$ cat config.mk
export PLATFORM = sky130hd
export DESIGN_NAME = addr_remap_pipe
export DESIGN_NICKNAME = d
export VERILOG_FILES = /design/src/rtl/addr_remap_pipe.sv
export SDC_FILE = /design/constraint.sdc
export NUM_CORES = 1
export LEC_CHECK = 0
export BUFFER_PORTS_ARGS = -buffer_cell sky130_fd_sc_hd__buf_2
export CAP_MARGIN = 20
export CELL_PAD_IN_SITES_DETAIL_PLACEMENT = 0
export CELL_PAD_IN_SITES_GLOBAL_PLACEMENT = 1
export CORE_UTILIZATION = 36
export DETAILED_ROUTE_END_ITERATION = 10
export PLACE_DENSITY_LB_ADDON = 0.1
export SYNTH_ARGS = -nofsm -noshare
export SYNTH_HDL_FRONTEND = slang
export SYNTH_SLANG_ARGS = --single-unit
export TNS_END_PERCENT = 5
$ cat constraint.sdc
create_clock -name clk -period 3.6 [get_ports clk]
set_clock_uncertainty 0.1 [all_clocks]
set_input_delay 0.36 -clock clk [delete_from_list [all_inputs] [get_ports clk]]
set_output_delay 0.36 -clock clk [all_outputs]
set_load 0.02 [all_outputs]
$ cat src/rtl/addr_remap_pipe.sv
// Registered bridge-to-system-bus address translator with a programmable window table.
// Optional per-window offset limit check: define ADDR_REMAP_BOUND_CHECK_EN.
module addr_remap_pipe #(
  parameter int unsigned BB_ADDR_WIDTH      = 12,
  parameter int unsigned BUS_ADDR_WIDTH     = 16,
  parameter int unsigned BUS_MEM_ADDR_WIDTH = 12,
  parameter int unsigned NUM_WIN            = 2,
  localparam int unsigned WIN_BITS          = $clog2(NUM_WIN),
  localparam int unsigned SID_W             = BUS_ADDR_WIDTH - BUS_MEM_ADDR_WIDTH,
  localparam int unsigned OFF_W             = BB_ADDR_WIDTH - WIN_BITS
) (
  input  logic                      clk,
  input  logic                      rstn,
  input  logic                      in_valid,
  output logic                      in_ready,
  input  logic [BB_ADDR_WIDTH-1:0]  in_addr,
  output logic                      out_valid,
  input  logic                      out_ready,
  output logic [BUS_ADDR_WIDTH-1:0] out_addr,
  output logic                      out_err,
  input  logic                      cfg_we,
  input  logic [WIN_BITS-1:0]       cfg_idx,
  input  logic [SID_W-1:0]          cfg_sid,
  input  logic                      cfg_en,
  input  logic [OFF_W-1:0]          cfg_limit
);

  if (OFF_W > BUS_MEM_ADDR_WIDTH) begin : g_bad_offset_width
    $error("addr_remap_pipe: offset width exceeds BUS_MEM_ADDR_WIDTH");
  end
  if (NUM_WIN < 2 || (NUM_WIN & (NUM_WIN - 1)) != 0) begin : g_bad_num_win
    $error("addr_remap_pipe: NUM_WIN must be a power of two and at least 2");
  end

  logic [SID_W-1:0] r_sid [NUM_WIN];
  logic             r_en  [NUM_WIN];

  logic                          r_valid;
  logic [BUS_ADDR_WIDTH-1:0]     r_addr;
  logic                          r_err;

  logic [WIN_BITS-1:0]           w_win;
  logic [OFF_W-1:0]              w_off;
  logic [BUS_MEM_ADDR_WIDTH-1:0] w_off_ext;
  logic                          w_oob;
  logic                          w_hit_ok;
  logic                          w_accept;
  logic [BUS_ADDR_WIDTH-1:0]     w_xlate;

  assign w_win = in_addr[BB_ADDR_WIDTH-1 -: WIN_BITS];
  assign w_off = in_addr[OFF_W-1:0];

  always_comb begin
    w_off_ext             = '0;
    w_off_ext[OFF_W-1:0]  = w_off;
  end

`ifdef ADDR_REMAP_BOUND_CHECK_EN
  logic [OFF_W-1:0] r_limit [NUM_WIN];

  always_ff @(posedge clk or negedge rstn) begin
    if (!rstn) begin
      for (int i = 0; i < NUM_WIN; i++) r_limit[i] <= '1;
    end else if (cfg_we) begin
      r_limit[cfg_idx] <= cfg_limit;
    end
  end

  assign w_oob = (w_off > r_limit[w_win]);
`else
  logic w_unused_limit;
  assign w_unused_limit = ^cfg_limit;
  assign w_oob          = 1'b0;
`endif

  // Table reads here see the pre-write entry when cfg_we coincides with an accept.
  assign w_hit_ok = r_en[w_win] & ~w_oob;
  assign w_xlate  = w_hit_ok ? {r_sid[w_win], w_off_ext} : '0;
  assign in_ready = ~r_valid | out_ready;
  assign w_accept = in_valid & in_ready;

  always_ff @(posedge clk or negedge rstn) begin
    if (!rstn) begin
      for (int i = 0; i < NUM_WIN; i++) begin
        r_sid[i] <= SID_W'(i);
        r_en[i]  <= 1'b1;
      end
    end else if (cfg_we) begin
      r_sid[cfg_idx] <= cfg_sid;
      r_en[cfg_idx]  <= cfg_en;
    end
  end

  always_ff @(posedge clk or negedge rstn) begin
    if (!rstn) begin
      r_valid <= 1'b0;
      r_addr  <= '0;
      r_err   <= 1'b0;
    end else if (w_accept) begin
      r_valid <= 1'b1;
      r_addr  <= w_xlate;
      r_err   <= ~w_hit_ok;
    end else if (out_ready) begin
      r_valid <= 1'b0;
    end
  end

  assign out_valid = r_valid;
  assign out_addr  = r_addr;
  assign out_err   = r_err;

endmodule

==> results.py, run 1 <==
metrics = {
    "routing": {
        "routed_wl_mm": 1.98,
        "drt_iter0_drc": 19,
        "drc_errors": 0,
        "drt-pass1-iter-count": 3,
        "wire_per_inst_um": 13.9,
        "vias": 733,
        "ant_nets": 0,
        "viasPerCell": 5.16,
    },
    "floorplan": {
        "die_h_um": 56.2,
        "die_x_um": 56.2,
        "core.rowCount": 19,
        "start_util_pct": 38.1,
        "core_area_um2": 2780,
        "pin_count": 53,
        "die-area_um2": 3160,
    },
    "cts": {
        "clock-sinks": 27,
        "postCtsHoldBufs": 1,
        "clk_latency_ps": 330,
        "cts_buffers": 3,
        "clkTransAtPathRegs_ps": 150,
        "cts_setup_buffers": 0,
        "clock_path_buffers": 2,
        "cts-resized-gates": 0,
        "cts-root-buf": "clkbuf_4",
        "cts_tree": "yes",
        "cts-htree-levels": 1,
    },
    "synth": {
        "ys_seq_area_share_pct": 64.2,
        "syn_nets": 104,
        "synth_edf_count": 0,
        "yosys_warnings": 0,
        "ys_seq_elements": 27,
        "synth_top_area_share_pct": 56.7,
        "yosysTopAreaCell": "dfrtp_1",
        "synth.area.top_cells": "dfrtp_1 57%, mux2_2 15%, a22o_1 12%",
        "synth_cells": 70,
        "yosysMostFrequentCell": "dfrtp_1",
        "avgSynthCellArea_um2": 15.1,
        "synth_async_sr_flop_share_pct": 100,
        "ys_top_cells_by_count": "24 x dfrtp_1, 15 x a22o_1, 14 x mux2_2",
        "synthFlopType": "dfrtp_1",
        "yosysUniqueCellTypes": 15,
        "synthesis.area_um2": 1060,
    },
    "pwr": {
        "pwr_density_cell_nw_per_um2": 512,
        "p_sw_uw": 199,
        "seq_power_share_pct": 56.2,
        "clockPowerShare_pct": 19.7,
        "finalPower_uw": 667,
        "ir_drop_v": 0.000335,
        "p_comb_share_pct": 24.1,
        "intPower_uw": 468,
        "swShare_pct": 29.8,
        "p_leak_uw": 0.000659,
    },
    "timing": {
        "fmax_mhz": 626,
        "rsz0062_at_grt": "false",
        "max_slew_margin_pct": 60.6,
        "period_share_pct": 44.3,
        "finalHoldViolCount": 0,
        "maxSlewViolCount": 0,
        "finalCriticalPeriod_ps": 1600,
        "setup-violations-final": 0,
        "worst_pin_slew_ps": 591,
        "tns_ps": 0,
    },
    "setup_path": {
        "r2r-end": "out_addr[8]",
        "r2r_slack_ps": 2000,
        "worstSetupStartpoint": "r_en[0]",
        "rr_startpoint": "r_en[0]",
        "end_kind": "register",
        "r2r_cells": 3,
        "critPathLaunchType": "register",
        "worstPathRequired_ps": 3760,
        "cp.arrival_ps": 1760,
        "worstSetupPathType": "register to register",
        "path_max_fanout": 16,
    },
    "finish": {
        "area_delta_synth_final_pct": 23.2,
        "layout.cells.non_filler": 142,
        "final_nets": 146,
        "drive_gt1_share_pct": 55.0,
        "diodes": 0,
    },
    "grt": {
        "grt_pass1_vias": 743,
        "antenna_found_initial": 0,
        "grt_first_pass_wirelength_mm": 3.31,
        "grt-ovfl-total": 0,
        "grt_use_total_pct": 13.7,
        "grt_max_degree": 28,
    },
    "hold_path": {
        "hold_depth": 2,
        "min_path_type": "primary input to register",
        "hp-start": "in_addr[4]",
        "min_to": "out_addr[4]",
    },
    "placed_design": {
        "gp_congestion": 0.658,
        "io_buffers": 40,
        "place_inst": 137,
    },
    "outcome": {
        "run_status": "completed",
    },
    "flow_run": {
        "cap_violations": 0,
    },
}
[per-stage QoR]
| step | hold WS (ps) | cell area, um2 | utilization (%) | setup WS (ps) |
|---|---|---|---|---|
| after floorplan | -35.6 | 1060 | - | 2050 |
| after global placement | 296 | 1260 | 45.4 | 1870 |
| after detailed placement | 304 | 1260 | 45.4 | 1880 |
| after CTS | 120 | 1300 | 46.9 | 2000 |
| after global routing | 119 | 1300 | 46.9 | 1920 |
| final | 137 | 1300 | 46.9 | 2000 |
[worst max-delay path by stage]
stage | to | slack, ps | cells past startpoint
after CTS | out_addr[8] | 2000 | 3
after floorplan | out_addr[0] | 2050 | 4
after detailed placement | out_addr[7] | 1880 | 4
after global routing | out_addr[0] | 1920 | 3
final | out_addr[8] | 2000 | 3
after global placement | out_addr[6] | 1870 | 4
[worst max-delay path, cell delays in order, from the launching register on]
cell	delay, ps
dfstp_2	550
mux2_1	120
and3_1	540
a22o_1	220
[power by group through the flow]
stage               Sequential, uW  Clock, uW  Combinational (uW)
floorplan                      417          0                68.1
global placement               379          0                 161
finish                         375        131                 161
detailed placement             382          0                 162
global route                   382        150                 175
CTS                            376        143                 163
[logic make-up (layout without fill, tap and decap cells)]
kind of cell           count (synthesis)  in the layout  synth area share (%)
AND/OR/NAND/NOR                        7              7                  3.43
other                                  1              1                 0.354
flip-flops                            27             27                  64.2
multiplexers                          15             15                  16.0
AO/OA/AOI/OAI                         16             16                  12.9
buffers and inverters                  4             45                  3.19
[layout make-up]
| cell class | instances | area [um2] |
|---|---|---|
| fillers | 275 | 1480 |
| flip-flops and latches | 27 | 679 |
| multi-input cells | 39 | 345 |
| repair buffers | 41 | 210 |
| well taps | 31 | 38.8 |
| clock buffers | 3 | 22.5 |
| clock inverters | 1 | 7.51 |
[flip-flops by register name (all words and copies together), names as in the netlist]
signal / count
r_en: 2
out_err: 1
out_addr: 15
out_valid: 1
r_sid: 8
[per-layer routing]
metal / vias to the layer above / routed length, um / GRT usage, %
met5: - / 0 / 0
met4: 0 / 10 / 3.14
met3: 2 / 119 / 5.12
met2: 24 / 999 / 24.1
met1: 368 / 849 / 15.9
li1: 339 / - / -
[cell usage in the layout (no fill, tap or decap)]
cell and n:
nor2b_1 1, mux2_1 1, buf_2 40, mux2_2 14
dfstp_2 3, nor2_1 1, nand2b_1 2, clkbuf_4 3
clkinvlp_4 1, conb_1 1, a22o_1 15, dfrtp_1 24
nand2_1 2, dlygate4sd3_1 1, a21oi_1 1, and3_1 1
(Power assumes the default switching activity.)
==> run 2, diff against run 1 <==
- CORE_UTILIZATION: 36 -> 34
- clock period: 3.6 -> 1.7 ns (I/O delays scaled with it)
==> run 2 against run 1 <==
The flow now finishes with violations (design-rule violations). Hold slack worse by 66 ps. First-iteration DRC count up 26%. Largest power group unchanged. Highest routed layer unchanged. Sequential share of layout area down 6.3 points. Global-route usage up 1.5 points. Utilization up 5.1 points. Via count up 7.1%. Combinational power up 130%.
==> results.py, run 2 (synthesized netlist as in run 1, its figures left out) <==
metrics = {
    "timing": {
        "worst_pin_slew_ps": 608,
        "finalHoldViolCount": 0,
        "max_slew_margin_pct": 59.5,
        "period_share_pct": 84.5,
        "finalCriticalPeriod_ps": 1440,
        "setup-violations-final": 0,
        "rsz0062_at_grt": "false",
        "tns_ps": 0,
        "fmax_mhz": 696,
        "maxSlewViolCount": 0,
    },
    "finish": {
        "drive_gt1_share_pct": 48.8,
        "area_delta_synth_final_pct": 40.1,
        "finalCoreUtilization_pct": 52.0,
        "final_nets": 164,
        "finalInstanceArea_um2": 1480,
        "largest_register_ffs": 15,
        "final_common_cell": "buf_2",
        "final_cell_mix": "40 x buf_2, 24 x dfrtp_1, 18 x dlygate4sd3_1, 15 x a22o_1, 14 x mux2_2",
        "fill_cells": 251,
        "diodes": 0,
    },
    "floorplan": {
        "die_x_um": 57.8,
        "pin_count": 53,
        "core_area_um2": 2850,
        "start_util_pct": 37.1,
        "die_h_um": 57.8,
        "die-area_um2": 3340,
        "core.rowCount": 19,
    },
    "cts": {
        "clk_latency_ps": 330,
        "cts_setup_buffers": 0,
        "cts_buffers": 3,
        "cts-root-buf": "clkbuf_4",
        "clkTransAtPathRegs_ps": 150,
        "clock-sinks": 27,
        "cts_tree": "yes",
        "cts-htree-levels": 1,
        "clock_path_buffers": 2,
    },
    "hold_path": {
        "min_path_type": "primary input to register",
        "min_to": "out_valid",
        "hp-start": "out_ready",
        "hold_depth": 3,
    },
    "placed_design": {
        "post-dp-hpwl_mm": 1.45,
        "placed_cell_area_um2": 1270,
        "gp_congestion": 0.702,
        "io_buffers": 40,
    },
    "pwr": {
        "p_leak_uw": 0.000734,
        "pwr_density_cell_nw_per_um2": 983,
        "ir_drop_v": 0.000453,
        "finalPower_uw": 1460,
    },
    "setup_path": {
        "critPathSlowestCell": "dfstp_2",
        "worstSetupPathType": "register to register",
        "path_max_fanout": 16,
        "r2r-end": "out_addr[6]",
        "cpPeakStageDelay_ps": 400,
        "critPathLaunchType": "register",
        "worstPathRequired_ps": 1840,
        "rr_startpoint": "r_en[0]",
        "cp.arrival_ps": 1570,
        "crit_path_cell_trace": "mux2_1 -> and3_2 -> a22o_1",
        "worstSetupStartpoint": "r_en[0]",
        "r2r_cells": 3,
        "r2r_slack_ps": 260,
        "end_kind": "register",
    },
    "outcome": {
        "run_status": "complete, but fails checks",
        "violations": "design-rule violations",
    },
    "routing": {
        "drc_errors": 3,
        "drt_iter0_drc": 24,
        "viasPerCell": 4.91,
        "ant_nets": 0,
        "routed_wl_mm": 2.12,
        "wire_per_inst_um": 13.2,
        "drt-pass1-iter-count": 7,
        "vias": 785,
    },
    "flow_run": {
        "cap_violations": 0,
    },
    "grt": {
        "grt_max_degree": 28,
        "grt_first_pass_wirelength_mm": 3.82,
        "grt_use_total_pct": 15.2,
        "globalRouteMet2Util_pct": 24.6,
        "grtUsageMet3_pct": 2.01,
        "grt_pass1_vias": 847,
        "grt_most_used_layer": "met2",
        "grt-ovfl-total": 0,
        "use_met1_pct": 20.5,
        "antenna_found_initial": 0,
    },
}
-- run 2: changes by cell type in the layout (fill, tap and decap cells not counted) --
cell and change:
dlygate4sd3_1 +17, and3_2 +1, and3_1 -1, buf_4 +1
-- run 2: worst max-delay path: cells and delay by family (launching register included) --
kind	cells	cell delay (ps)
mux	1	300
simple gates	1	330
compound gates	1	220
flops	1	400
-- run 2: worst max-delay path by stage --
| stage | end |
|---|---|
| floorplan | out_addr[0] |
| global placement | out_addr[8] |
| detailed placement | out_addr[4] |
| CTS | out_addr[4] |
| global route | out_addr[8] |
| finish | out_addr[6] |
-- run 2: where the power goes --
part	leakage [uW]	total, uW	internal (uW)	switching (uW)
clock network	0.0000139	290	90.1	200
logic	0.000388	375	182	193
registers	0.000332	792	747	45.4
-- run 2: metal layers --
layer / wire [um] / vias to the layer above
met5: 0 / -
met4: 35 / 0
met3: 87 / 4
met2: 983 / 25
met1: 1010 / 382
li1: - / 374
-- run 2: stage by stage --
| stage | hold slack [ps] | worst slack (ps) | instances |
|---|---|---|---|
| after floorplan | -226 | 147 | 70 |
| after global placement | 111 | 139 | 138 |
| after detailed placement | 119 | 116 | 138 |
| after CTS | 61.7 | 78.3 | 160 |
| after global routing | 65.0 | 131 | 160 |
| final | 70.3 | 263 | 160 |
-- run 2: final cells by class --
class,count,area [um2],share of cell area (%)
Tap cell,31,38.8,2.62
Clock inverter,1,7.51,0.506
Multi-Input combinational cell,39,347,23.4
Sequential cell,27,679,45.8
Clock buffer,3,22.5,1.52
Timing Repair Buffer,59,388,26.2
-- run 2: timing repair --
item,CTS,global route
hold buffers,18,0
setup endpoints to repair,0,9
endpoints found under the hold margin,47,0
resized for setup,0,1
==> run 3, diff against run 2 <==
- CORE_UTILIZATION: 34 -> 31
- clock period: 1.7 -> 1.2 ns (I/O delays scaled with it)
==> run 3 against run 2 <==
The flow finishes with violations (negative setup slack). First-iteration DRC count decreased by 58%. Setup slack got worse by 320 ps. Non-clock buffer count increased by 6. Design area increased by 7.7%. Combinational power increased by 56%. Maximum frequency increased by 15%. Register-to-register slack got worse by 320 ps. Sequential power increased by 43%. Via count increased by 5.1%. Largest power group unchanged.
==> results.py, run 3 (synthesized netlist as in run 1, its figures left out) <==
metrics = {
    "placed_design": {
        "post-dp-hpwl_mm": 1.59,
        "io_buffers": 40,
        "dpl_worst_slack_ps": -75.1,
        "place_inst": 156,
        "gp_congestion": 0.644,
    },
    "grt": {
        "grt_pass1_vias": 831,
        "grt_first_pass_wirelength_mm": 3.75,
        "grt_max_degree": 17,
        "antenna_found_initial": 0,
        "grt_use_total_pct": 14.4,
        "grt-ovfl-total": 0,
    },
    "setup_path": {
        "crit_path_cell_trace": "mux2_4 -> and3_4 -> a22o_1",
        "critPathSlowestCell": "dfstp_2",
        "worst-path-buf-inv": 0,
        "end_kind": "register",
        "r2r-end": "out_addr[3]",
        "critPathLaunchType": "register",
        "path_delay_family": "flip-flops",
        "r2r_cells": 3,
        "rr_startpoint": "r_en[1]",
        "worstSetupPathType": "register to register",
        "worstPathRequired_ps": 1330,
        "path_max_fanout": 8,
        "cpPeakStageDelay_ps": 400,
        "cp.arrival_ps": 1390,
        "r2r_slack_ps": -50,
    },
    "finish": {
        "multiInputGateArea_um2": 375,
        "layout.cells.non_filler": 180,
        "largest_register_ffs": 15,
        "fill_cells": 304,
        "drive_gt1_share_pct": 54.4,
        "final_cell_mix": "39 x buf_2, 23 x dfrtp_1, 18 x dlygate4sd3_1, 15 x a22o_1, 14 x mux2_2",
        "finalCoreUtilization_pct": 50.6,
        "area_delta_synth_final_pct": 50.8,
        "final_nets": 171,
        "diodes": 0,
        "regArea_um2": 681,
        "final_common_cell": "buf_2",
    },
    "floorplan": {
        "die-area_um2": 3650,
        "pin_count": 53,
        "core_area_um2": 3150,
        "start_util_pct": 33.6,
        "die_h_um": 60.4,
        "core.rowCount": 20,
        "die_x_um": 60.4,
    },
    "timing": {
        "period_share_pct": 104,
        "finalHoldViolCount": 0,
        "maxSlewViolCount": 0,
        "rsz0062_at_grt": "true",
        "fmax_mhz": 797,
        "finalCriticalPeriod_ps": 1250,
        "postLayoutSetupSlackWorst_ps": -54.0,
        "setup-violations-final": 16,
        "holdWs_ps": 3.23,
    },
    "routing": {
        "viasPerCell": 4.58,
        "drt_iter0_drc": 10,
        "wire_per_inst_um": 13.4,
        "vias": 825,
        "drc_errors": 0,
        "ant_nets": 0,
        "routed_wl_mm": 2.41,
        "drt-pass1-iter-count": 3,
    },
    "cts": {
        "cts_buffers": 3,
        "clk_latency_ps": 320,
        "clock-sinks": 27,
        "cts-root-buf": "clkbuf_4",
        "postCtsHoldBufs": 18,
        "clock_path_buffers": 2,
        "cts-htree-levels": 1,
        "cts_tree": "yes",
        "clkTransAtPathRegs_ps": 150,
    },
    "hold_path": {
        "min_to": "out_valid",
        "min_path_type": "primary input to register",
        "hp-start": "out_ready",
        "hold_depth": 3,
    },
    "pwr": {
        "p_leak_uw": 0.000784,
        "ir_drop_v": 0.000580,
        "pwr_density_cell_nw_per_um2": 1330,
    },
    "flow_run": {
        "cap_violations": 0,
    },
    "outcome": {
        "run_status": "complete, but fails checks",
        "violations": "negative setup slack",
    },
}
==> run 3: cell type report <==
class,count,share of cell area (%)
clock buffer,3,1.41
clock inverter,1,0.470
multi-input combinational,40,23.5
sequential,27,42.6
tap,44,3.45
timing repair buffer,65,28.5
==> run 3: worst max path at each step <==
stage,from,end,cells past startpoint
after floorplan,r_en[1],out_addr[0],5
after global placement,r_en[1],out_addr[8],3
after detailed placement,r_en[1],out_addr[1],3
after CTS,r_en[1],out_addr[1],3
after global routing,out_valid,in_ready,2
final,r_en[1],out_addr[3],3
==> run 3: stage by stage <==
step / power (uW) / TNS [ps] / area, um2
floorplan: 1470 / -1900 / 1080
global placement: 1660 / -702 / 1360
detailed placement: 1670 / -972 / 1360
CTS: 2140 / -580 / 1590
global route: 2260 / -1250 / 1600
finish: 2120 / -469 / 1600
==> run 3: where the power goes <==
part	internal (uW)	total [uW]	switching (uW)
combinational	296	584	288
clock	127	407	279
sequential	1060	1130	68.4
==> run 3: worst reg2reg max path, cell delays in order (launching register included) <==
cell and delay (ps):
dfstp_2 400, mux2_4 270, and3_4 190, a22o_1 210
==> run 3: routing by layer <==
metal	routed length, um	global-route usage, %	vias up
met5	0	0	-
met4	15	6.49	0
met3	90	2.77	2
met2	1200	25.0	23
met1	1100	17.3	407
li1	-	-	393
==> run 3: repair_timing <==
item | in CTS | in global routing
endpoints found under the setup margin | 17 | 18
buffers inserted | 0 | 1
hold endpoints to repair | 47 | 1
pin swaps | 1 | 1
gates resized for setup | 5 | 0
gates cloned | 1 | 0
